## src/rtl/seven_segment_pkg.sv

```systemverilog
// rtl/seven_segment_pkg.sv - shared types and digit codes for the seven-segment scan controller
package seven_segment_pkg;

   typedef enum logic [1:0] {
      IDLE  = 2'd0,
      BLANK = 2'd1,
      SHOW  = 2'd2
   } scan_state_t;

   localparam int CODE_W = 3;

   localparam logic [CODE_W-1:0] ZERO  = 3'b000;
   localparam logic [CODE_W-1:0] ONE   = 3'b001;
   localparam logic [CODE_W-1:0] TWO   = 3'b010;
   localparam logic [CODE_W-1:0] THREE = 3'b011;
   localparam logic [CODE_W-1:0] ERR   = 3'b100;

endpackage

```

## src/rtl/seven_segment_scan_cntrl_if.sv

```systemverilog
// rtl/seven_segment_scan_cntrl_if.sv - load/scan signal bundle between multiplier status logic and the display scanner
interface seven_segment_scan_cntrl_if
   import seven_segment_pkg::*;
#(
   parameter int NUM_DIGITS = 4
);
   logic                         en;
   logic                         load;
   logic [CODE_W*NUM_DIGITS-1:0] load_data;
   logic                         load_ack;
   logic [CODE_W-1:0]            dig_code;
   logic [NUM_DIGITS-1:0]        digit_sel;
   logic                         frame_done;

   modport master (
      output en, load, load_data,
      input  load_ack, dig_code, digit_sel, frame_done
   );

   modport slave (
      input  en, load, load_data,
      output load_ack, dig_code, digit_sel, frame_done
   );
endinterface

```

## src/rtl/scan_timer.sv

```systemverilog
// rtl/scan_timer.sv - loadable down-counter timing the blank and dwell intervals
module scan_timer #(
   parameter int W = 16
) (
   input  logic         clk,
   input  logic         rst,
   input  logic         clr,
   input  logic         load,
   input  logic [W-1:0] load_val,
   output logic         tc
);
   logic [W-1:0] count;

   // Loading N-1 makes tc assert on the Nth cycle after the load.
   assign tc = (count == '0);

   always_ff @(posedge clk) begin
      if (rst || clr) begin
         count <= '0;
      end else if (load) begin
         count <= load_val;
      end else if (count != '0) begin
         count <= count - 1'b1;
      end
   end
endmodule

```

## src/rtl/seven_segment_scan_cntrl.sv

```systemverilog
// rtl/seven_segment_scan_cntrl.sv - multiplexed digit scanner with blanking and frame-aligned double buffering
module seven_segment_scan_cntrl
   import seven_segment_pkg::*;
#(
   parameter int NUM_DIGITS     = 4,
   parameter int DWELL_CYCLES   = 50000,
   parameter int BLANK_CYCLES   = 500,
   parameter int SEL_ACTIVE_LOW = 1
) (
   input logic                      clk,
   input logic                      rst,
   seven_segment_scan_cntrl_if.slave bus
);
   localparam int IDX_W   = $clog2(NUM_DIGITS);
   localparam int MAX_CYC = (DWELL_CYCLES > BLANK_CYCLES) ? DWELL_CYCLES : BLANK_CYCLES;
   localparam int TMR_W   = $clog2(MAX_CYC + 1);

   localparam logic [TMR_W-1:0]      BLANK_LOAD = TMR_W'(BLANK_CYCLES - 1);
   localparam logic [TMR_W-1:0]      DWELL_LOAD = TMR_W'(DWELL_CYCLES - 1);
   localparam logic [IDX_W-1:0]      IDX_LAST   = IDX_W'(NUM_DIGITS - 1);
   localparam logic [NUM_DIGITS-1:0] SEL_OFF    = (SEL_ACTIVE_LOW != 0) ? {NUM_DIGITS{1'b1}} : '0;

   typedef logic [NUM_DIGITS-1:0][CODE_W-1:0] disp_t;

   scan_state_t           state, state_nxt;
   logic [IDX_W-1:0]      idx, idx_nxt;
   disp_t                 display, display_nxt;
   disp_t                 pending, pending_nxt;
   logic                  pending_valid, pending_valid_nxt;
   logic [CODE_W-1:0]     dig_code, dig_code_nxt;
   logic [NUM_DIGITS-1:0] digit_sel, digit_sel_nxt, sel_oh;
   logic                  load_ack, load_ack_nxt;
   logic                  frame_done, frame_done_nxt;
   logic                  commit;
   logic                  tmr_clr, tmr_load, tmr_tc;
   logic [TMR_W-1:0]      tmr_val;

   scan_timer #(.W(TMR_W)) u_timer (
      .clk      (clk),
      .rst      (rst),
      .clr      (tmr_clr),
      .load     (tmr_load),
      .load_val (tmr_val),
      .tc       (tmr_tc)
   );

   always_comb begin
      state_nxt         = state;
      idx_nxt           = idx;
      display_nxt       = display;
      pending_nxt       = pending;
      pending_valid_nxt = pending_valid;
      dig_code_nxt      = dig_code;
      load_ack_nxt      = 1'b0;
      frame_done_nxt    = 1'b0;
      commit            = 1'b0;
      tmr_clr           = 1'b0;
      tmr_load          = 1'b0;
      tmr_val           = BLANK_LOAD;
      sel_oh            = '0;

      if (!bus.en) begin
         state_nxt = IDLE;
         idx_nxt   = '0;
         tmr_clr   = 1'b1;
      end else begin
         case (state)
            IDLE: begin
               state_nxt = BLANK;
               idx_nxt   = '0;
               tmr_load  = 1'b1;
               commit    = 1'b1;
            end
            BLANK: begin
               if (tmr_tc) begin
                  state_nxt = SHOW;
                  tmr_load  = 1'b1;
                  tmr_val   = DWELL_LOAD;
               end
            end
            SHOW: begin
               if (tmr_tc) begin
                  state_nxt = BLANK;
                  tmr_load  = 1'b1;
                  if (idx == IDX_LAST) begin
                     idx_nxt        = '0;
                     frame_done_nxt = 1'b1;
                     commit         = 1'b1;
                  end else begin
                     idx_nxt = idx + 1'b1;
                  end
               end
            end
            default: state_nxt = IDLE;
         endcase
      end

      // A load landing on a commit cycle bypasses the pending buffer so the newest value wins.
      if (commit) begin
         if (bus.load) begin
            display_nxt       = bus.load_data;
            pending_valid_nxt = 1'b0;
            load_ack_nxt      = 1'b1;
         end else if (pending_valid) begin
            display_nxt       = pending;
            pending_valid_nxt = 1'b0;
            load_ack_nxt      = 1'b1;
         end
      end else if (bus.load) begin
         pending_nxt       = bus.load_data;
         pending_valid_nxt = 1'b1;
      end

      if (state_nxt != IDLE) dig_code_nxt = display_nxt[idx_nxt];
      if (state_nxt == SHOW) sel_oh[idx_nxt] = 1'b1;
      digit_sel_nxt = (SEL_ACTIVE_LOW != 0) ? ~sel_oh : sel_oh;
   end

   always_ff @(posedge clk) begin
      if (rst) begin
         state         <= IDLE;
         idx           <= '0;
         display       <= '0;
         pending       <= '0;
         pending_valid <= 1'b0;
         dig_code      <= ZERO;
         digit_sel     <= SEL_OFF;
         load_ack      <= 1'b0;
         frame_done    <= 1'b0;
      end else begin
         state         <= state_nxt;
         idx           <= idx_nxt;
         display       <= display_nxt;
         pending       <= pending_nxt;
         pending_valid <= pending_valid_nxt;
         dig_code      <= dig_code_nxt;
         digit_sel     <= digit_sel_nxt;
         load_ack      <= load_ack_nxt;
         frame_done    <= frame_done_nxt;
      end
   end

   assign bus.dig_code   = dig_code;
   assign bus.digit_sel  = digit_sel;
   assign bus.load_ack   = load_ack;
   assign bus.frame_done = frame_done;
endmodule

```

## src/flat_wrapper.sv

```systemverilog
// flat-port wrapper written by rule: the top's interface ports become plain ports
module seven_segment_scan_cntrl_flat import seven_segment_pkg::*;
#(
   parameter int NUM_DIGITS     = 4,
   parameter int DWELL_CYCLES   = 50000,
   parameter int BLANK_CYCLES   = 500,
   parameter int SEL_ACTIVE_LOW = 1
)
  (clk, rst, bus_en, bus_load, bus_load_data, bus_load_ack, bus_dig_code, bus_digit_sel, bus_frame_done);
  seven_segment_scan_cntrl_if #(.NUM_DIGITS(NUM_DIGITS)) bus_i ();
  input logic clk;
  input logic rst;
  input wire logic [$bits(bus_i.en)-1:0] bus_en;
  input wire logic [$bits(bus_i.load)-1:0] bus_load;
  input wire logic [$bits(bus_i.load_data)-1:0] bus_load_data;
  output wire logic [$bits(bus_i.load_ack)-1:0] bus_load_ack;
  output wire logic [$bits(bus_i.dig_code)-1:0] bus_dig_code;
  output wire logic [$bits(bus_i.digit_sel)-1:0] bus_digit_sel;
  output wire logic [$bits(bus_i.frame_done)-1:0] bus_frame_done;
  assign bus_i.en = bus_en;
  assign bus_i.load = bus_load;
  assign bus_i.load_data = bus_load_data;
  assign bus_load_ack = bus_i.load_ack;
  assign bus_dig_code = bus_i.dig_code;
  assign bus_digit_sel = bus_i.digit_sel;
  assign bus_frame_done = bus_i.frame_done;
  seven_segment_scan_cntrl #(.NUM_DIGITS(NUM_DIGITS), .DWELL_CYCLES(DWELL_CYCLES), .BLANK_CYCLES(BLANK_CYCLES), .SEL_ACTIVE_LOW(SEL_ACTIVE_LOW)) u_core (.clk(clk), .rst(rst), .bus(bus_i));
endmodule
```

## config.mk

```make
export PLATFORM = sky130hd
export DESIGN_NAME = seven_segment_scan_cntrl_flat
export DESIGN_NICKNAME = d
export VERILOG_FILES = /design/src/rtl/seven_segment_pkg.sv /design/src/rtl/seven_segment_scan_cntrl_if.sv /design/src/rtl/scan_timer.sv /design/src/rtl/seven_segment_scan_cntrl.sv /design/src/flat_wrapper.sv
export SDC_FILE = /design/constraint.sdc
export NUM_CORES = 1
export LEC_CHECK = 0
export CORE_MARGIN = 2
export CORE_UTILIZATION = 60
export DETAILED_ROUTE_END_ITERATION = 10
export PLACE_DENSITY = 0.93
export SLEW_MARGIN = 20
export SYNTH_ARGS = -nofsm -noshare
export SYNTH_HDL_FRONTEND = slang
export SYNTH_SLANG_ARGS = --single-unit
```

## constraint.sdc

```tcl
create_clock -name clk -period 3.75 [get_ports clk]
set_input_delay 0.9375 -clock clk [delete_from_list [all_inputs] [get_ports clk]]
set_output_delay 0.9375 -clock clk [all_outputs]
set_load 0.005 [all_outputs]
```

# ---- After elaboration in Yosys (flattened, before gate mapping)
# Index checks and enable logic that the tools add are counted.
dict set report totals {
  ff_bits 54
  output_inout_bits 9
  wordCells 71
}
dict set report op_classes {
  add_sub_neg 2
  order_cmp 2
  n_eq_ne 4
  n_mux 31
  n_bitwise 4
  reduce_logical 12
}
# op count
set ops {}
lappend ops {{$mux 16} 5}
lappend ops {{$mux 12} 3}
lappend ops {{$logic_not 16->1} 1}
lappend ops {{$reduce_bool 16->1} 1}
lappend ops {{$sub 16x1->16 const B} 1}
lappend ops {{$mux 2} 6}
lappend ops {{$mux 1} 9}
lappend ops {{$bmux 3 s2} 1}
lappend ops {{$eq 2x2->1 const B} 3}
lappend ops {{$pmux 2 s3} 1}
lappend ops {{$reduce_or 2->1} 3}
lappend ops {{$mux 4} 1}
lappend ops {{$not 4->4} 1}
lappend ops {{$pmux 1 s2} 2}
lappend ops {{$pmux 2 s2} 1}
lappend ops {{$reduce_bool 2->1} 2}
lappend ops {{$lt 2x3->1 const B} 1}
lappend ops {{$mux 3} 1}
lappend ops {{$not 1->1} 3}
lappend ops {{$reduce_or 3->1} 1}
lappend ops {{$add 2x1->2 const B} 1}
lappend ops {{$demux 1 s2} 1}
lappend ops {{$eq 2x1->1 const B} 1}
lappend ops {{$ge 2x1->1 const B} 1}
lappend ops {{4 further kinds} 4}

# ---- Depth between registers and ports, before layout
dict set report depth {
  word_depth 11
  ltp_mapped 11
}

# ---- By module
# Synthesis repeated with hierarchy kept, for this count alone.
dict set report unflattened {
  cells_unflattened 337
  hier_area_um2 2762.6
}
# module n_inst cells_each area_per_inst_um2 seq_area_each_um2
set modules_own_cells {}
lappend modules_own_cells {seven_segment_scan_cntrl 1 227 1860.5 760.7}
lappend modules_own_cells {scan_timer 1 110 902.1 320.3}

# ---- Worst setup path before layout
# Ideal clock, no wire load.
dict set report synth_timing {
  path_type {input to register}
  start {in bus_en}
  end {reg u_core.dig_code[0], in the netlist u_core.bus.dig_code[0]}
  setup_time_ps 120
  arrival_ps 2470
  t_required_ps 3630
  slack_ps 1160
  cell_stages 8
  path_cell_list {clkbuf_1 and4_1 clkbuf_1 a31oi_4 o22a_1 o221ai_2 mux2i_1 a211o_1}
}
dict set report synth_via {
  elab_chain_len 4
  word_cells_on_any_way 7
  classes_between {mux (6); reduce/logical (1)}
}
# element line_no
set synth_rtl {}
lappend synth_rtl {{start: declaration} flat_wrapper.sv:13} ;# input wire logic [$bits(bus_i.en)-1:0] bus_en;
lappend synth_rtl {{$mux 1} seven_segment_scan_cntrl.sv:62} ;# if (!bus.en) begin
lappend synth_rtl {{$mux 12} seven_segment_scan_cntrl.sv:99} ;# if (commit) begin
lappend synth_rtl {{$bmux 3 s2} seven_segment_scan_cntrl.sv:114} ;# if (state_nxt != IDLE) dig_code_nxt = display_nxt[idx_nxt];
lappend synth_rtl {{$mux 3 (not written as such)} seven_segment_scan_cntrl.sv:114}
lappend synth_rtl {{end signal: assignment} seven_segment_scan_cntrl.sv:136} ;# dig_code <= dig_code_nxt;
lappend synth_rtl {{end: declaration} seven_segment_scan_cntrl.sv:30} ;# logic [CODE_W-1:0] dig_code, dig_code_nxt;
# Parallel ways exist; a longest one is shown, timed or not. The select of a mux whose other input is x is not followed.
# A chain may end at the register's enable or synchronous reset.

# ---- Worst setup path after layout
dict set report layout_timing {
  start {reg u_core.u_timer.count[0]}
  end {reg u_core.dig_code[0], in the netlist u_core.bus.dig_code[0]}
}
dict set report layout_via {
  elab_chain_len 7
  word_cells_on_any_way 15
  classes_between {mux (13); reduce/logical (2)}
}
# element line_no
set layout_rtl {}
lappend layout_rtl {{start: declaration} scan_timer.sv:12} ;# logic [W-1:0] count;
lappend layout_rtl {{start signal: assignment} scan_timer.sv:21} ;# count <= load_val;
lappend layout_rtl {{start signal: assignment} scan_timer.sv:23} ;# count <= count - 1'b1;
lappend layout_rtl {{$logic_not 16->1 *} scan_timer.sv:15} ;# assign tc = (count == '0);
lappend layout_rtl {{$mux 1} seven_segment_scan_cntrl.sv:82} ;# if (tmr_tc) begin
lappend layout_rtl {{$pmux 1 s2} seven_segment_scan_cntrl.sv:67} ;# case (state)
lappend layout_rtl {{$mux 1} seven_segment_scan_cntrl.sv:62}
lappend layout_rtl {{$mux 12} seven_segment_scan_cntrl.sv:99}
lappend layout_rtl {{$bmux 3 s2} seven_segment_scan_cntrl.sv:114}
lappend layout_rtl {{$mux 3 (not written as such)} seven_segment_scan_cntrl.sv:114}
# Every way passes the cells marked *; elsewhere a longest branch is shown, timed or not. The select of a mux whose other input is x is not followed.

==> metrics.cfg <==
[placed_design]
dp.cells=378
pre_cts_ws_ps=736
place_hpwl_um=4450
gp_congestion=0.860
io_buffers=24

[synth]
yosys_warnings=0
yosys.area.top_type=dfxtp_1
yosys.cell_types.count=60
synth.top_cell.area_share=0.393
postSynthCellCount=314
ys_ff_latch=54
synth_edf_count=0
syn_nets=336
async_reset_ff_frac=0
seq_area_frac_synth=0.393
netlist_top_cells_count=dfxtp_1 (54), nor2_1 (34), nand2_1 (28)
synth_ff_type=dfxtp_1
yosysMostFrequentCell=dfxtp_1
synth_area_leaders=dfxtp_1 (39%), nor2_1 (4.6%), a21oi_1 (4.4%)
avgSynthCellArea_um2=8.76
synth.cell_area_um2=2750

[status]
outcome=complete, no violations

[sta]
hold_viol_final=0
worst_pin_slew_ps=790
fin_crit_ps=2860
slew_viol_final=0
rsz0062_at_grt=false
fin_ws_ps=891
finalSetupViolCount=0
slew_headroom=0.472
tns_ps=0
skew_ps=7.40
min_period_over_period=0.762
fmax_mhz=350
whs_ps=466

[finish]
finalNonFillerCells=385
n_antenna_cell=0
drive_above_1_share=0.105
area_growth_pct=13.6
nNetsFinal=355
fin_util=0.713

[floorplanning]
core_area_um2=4380
io_pins=25
start_util=0.627
row_count=24
die-area_um2=5140
die_x_um=71.7
die_h_um=71.7

[global_routing]
grt_usage=0.267
overflow=0
grt_max_degree=25
grt_pass1_wl_um=11000
grt_pass1_vias=2352
grt_antenna_before_repair=0

[clocking]
numCtsBuffers=5
clk_pin_slew_ps=100
cts_resized=0
clockBufferDepth=2
cts_root_buffer=clkbuf_8
cts_tree=yes
cts_hold_buf=0
cts_sinks=54
h-tree-depth=2
post_cts_buffers=0
clk_latency_ps=310

[setup_path]
critPathKind=flip-flop to flip-flop
crit_required_ps=3960
crit_path_end_kind=flip-flop
start_kind=flip-flop
crit_fanout=11
cp.arrival_ps=3070

[drt]
ant_nets=0
post_drt_wl_per_cell_um=16.8
dr.pass1.iters=5
viasPerCell=6.53
drt_iter0_markers=361
routed_wirelength_um=6450
drc_errors=0
via_count=2513

[min_path]
hp-class=flip-flop to flip-flop

[power]
ir_worst_vdd_uv=251
cellPowerDensity_nw_per_um2=464
static-leakage-power_nw=1.21

[run]
drv_cap=0

[metrics by stage]
stage               area, µm²  power [W]
global placement         3010    0.00103
finish                   3130    0.00145
CTS                      3130    0.00144
global route             3130    0.00152
detailed placement       3010    0.00105
floorplan                2750   0.000957
[cell families after synthesis]
| group | Yosys count | share of synthesized area |
|---|---|---|
| mux | 12 | 0.0441 |
| compound gates | 72 | 0.198 |
| xor+xnor | 11 | 0.0350 |
| flops | 54 | 0.393 |
| simple gates | 134 | 0.263 |
| fa+ha+maj | 6 | 0.0273 |
| buf+inv | 25 | 0.0400 |
[path summary, 6_finish.rpt]
kind                            from                      to  slack, ps  depth (start not counted)
max          u_core.u_timer.count[0]  u_core.bus.dig_code[0]        890                          9
min                u_core.pending[7]       u_core.pending[7]        470                          2
max reg2reg  u_core.u_timer.count[0]  u_core.bus.dig_code[0]        890                          9
min reg2reg        u_core.pending[7]       u_core.pending[7]        470                          2
[state kept, by name (all words and copies together), names as in the netlist, 2 cells and up]
signal and flops:
u_core.bus.digit_sel 4, u_core.pending 12, u_core.bus.dig_code 3, u_core.u_timer.count 16
u_core.display 12, u_core.state 2, u_core.idx 2
[area by class of cell]
type | count | area (µm²)
multi-input combinational | 235 | 1560
clock buffer | 6 | 82.6
fill | 318 | 1260
timing repair buffer | 29 | 278
clock inverter | 1 | 30.0
tap | 52 | 65.1
inverter | 8 | 30.0
sequential | 54 | 1080
[worst max-delay path, stage by stage (launching register included)]
cell     delay [ps]
dfxtp_1         330
inv_1            90
ha_1            210
nor3b_1         500
and4_1          550
nor2_1          110
or3b_2          520
nand3_1         160
nor3_1           80
a211o_1         220
[per-layer routing]
layer / track usage / vias to the layer above / share of wire
met5: 0 / - / 0
met2: 0.420 / 110 / 0.47
li1: - / 1184 / -
met1: 0.376 / 1210 / 0.45
met4: 0.0692 / 0 / 0.0099
met3: 0.0549 / 9 / 0.068
[power by group]
group,switching (W),total [W],internal [W]
Sequential,0.0000422,0.000657,0.000615
Clock,0.000187,0.000401,0.000214
Combinational,0.000222,0.000392,0.000170
Total,0.000452,0.00145,0.000999
[layout by cell type, fill, tap and decap left out, drive strengths merged, types with 3 or more instances in the layout]
cell / instances
o211ai: 5
nor3: 10
and4: 3
ha: 6
mux2i: 11
clkbuf: 6
nor2: 34
a31oi: 5
o221ai: 7
nand3b: 8
buf: 5
nor4: 5
xnor2: 7
nand3: 13
dfxtp: 54
clkdlybuf4s50: 24
inv: 8
and3: 3
a21oi: 24
nor2b: 10
o22a: 6
a41oi: 4
xor2: 4
o21ai: 4
nand2: 29
nand4: 4
(Power assumes the default switching activity.)
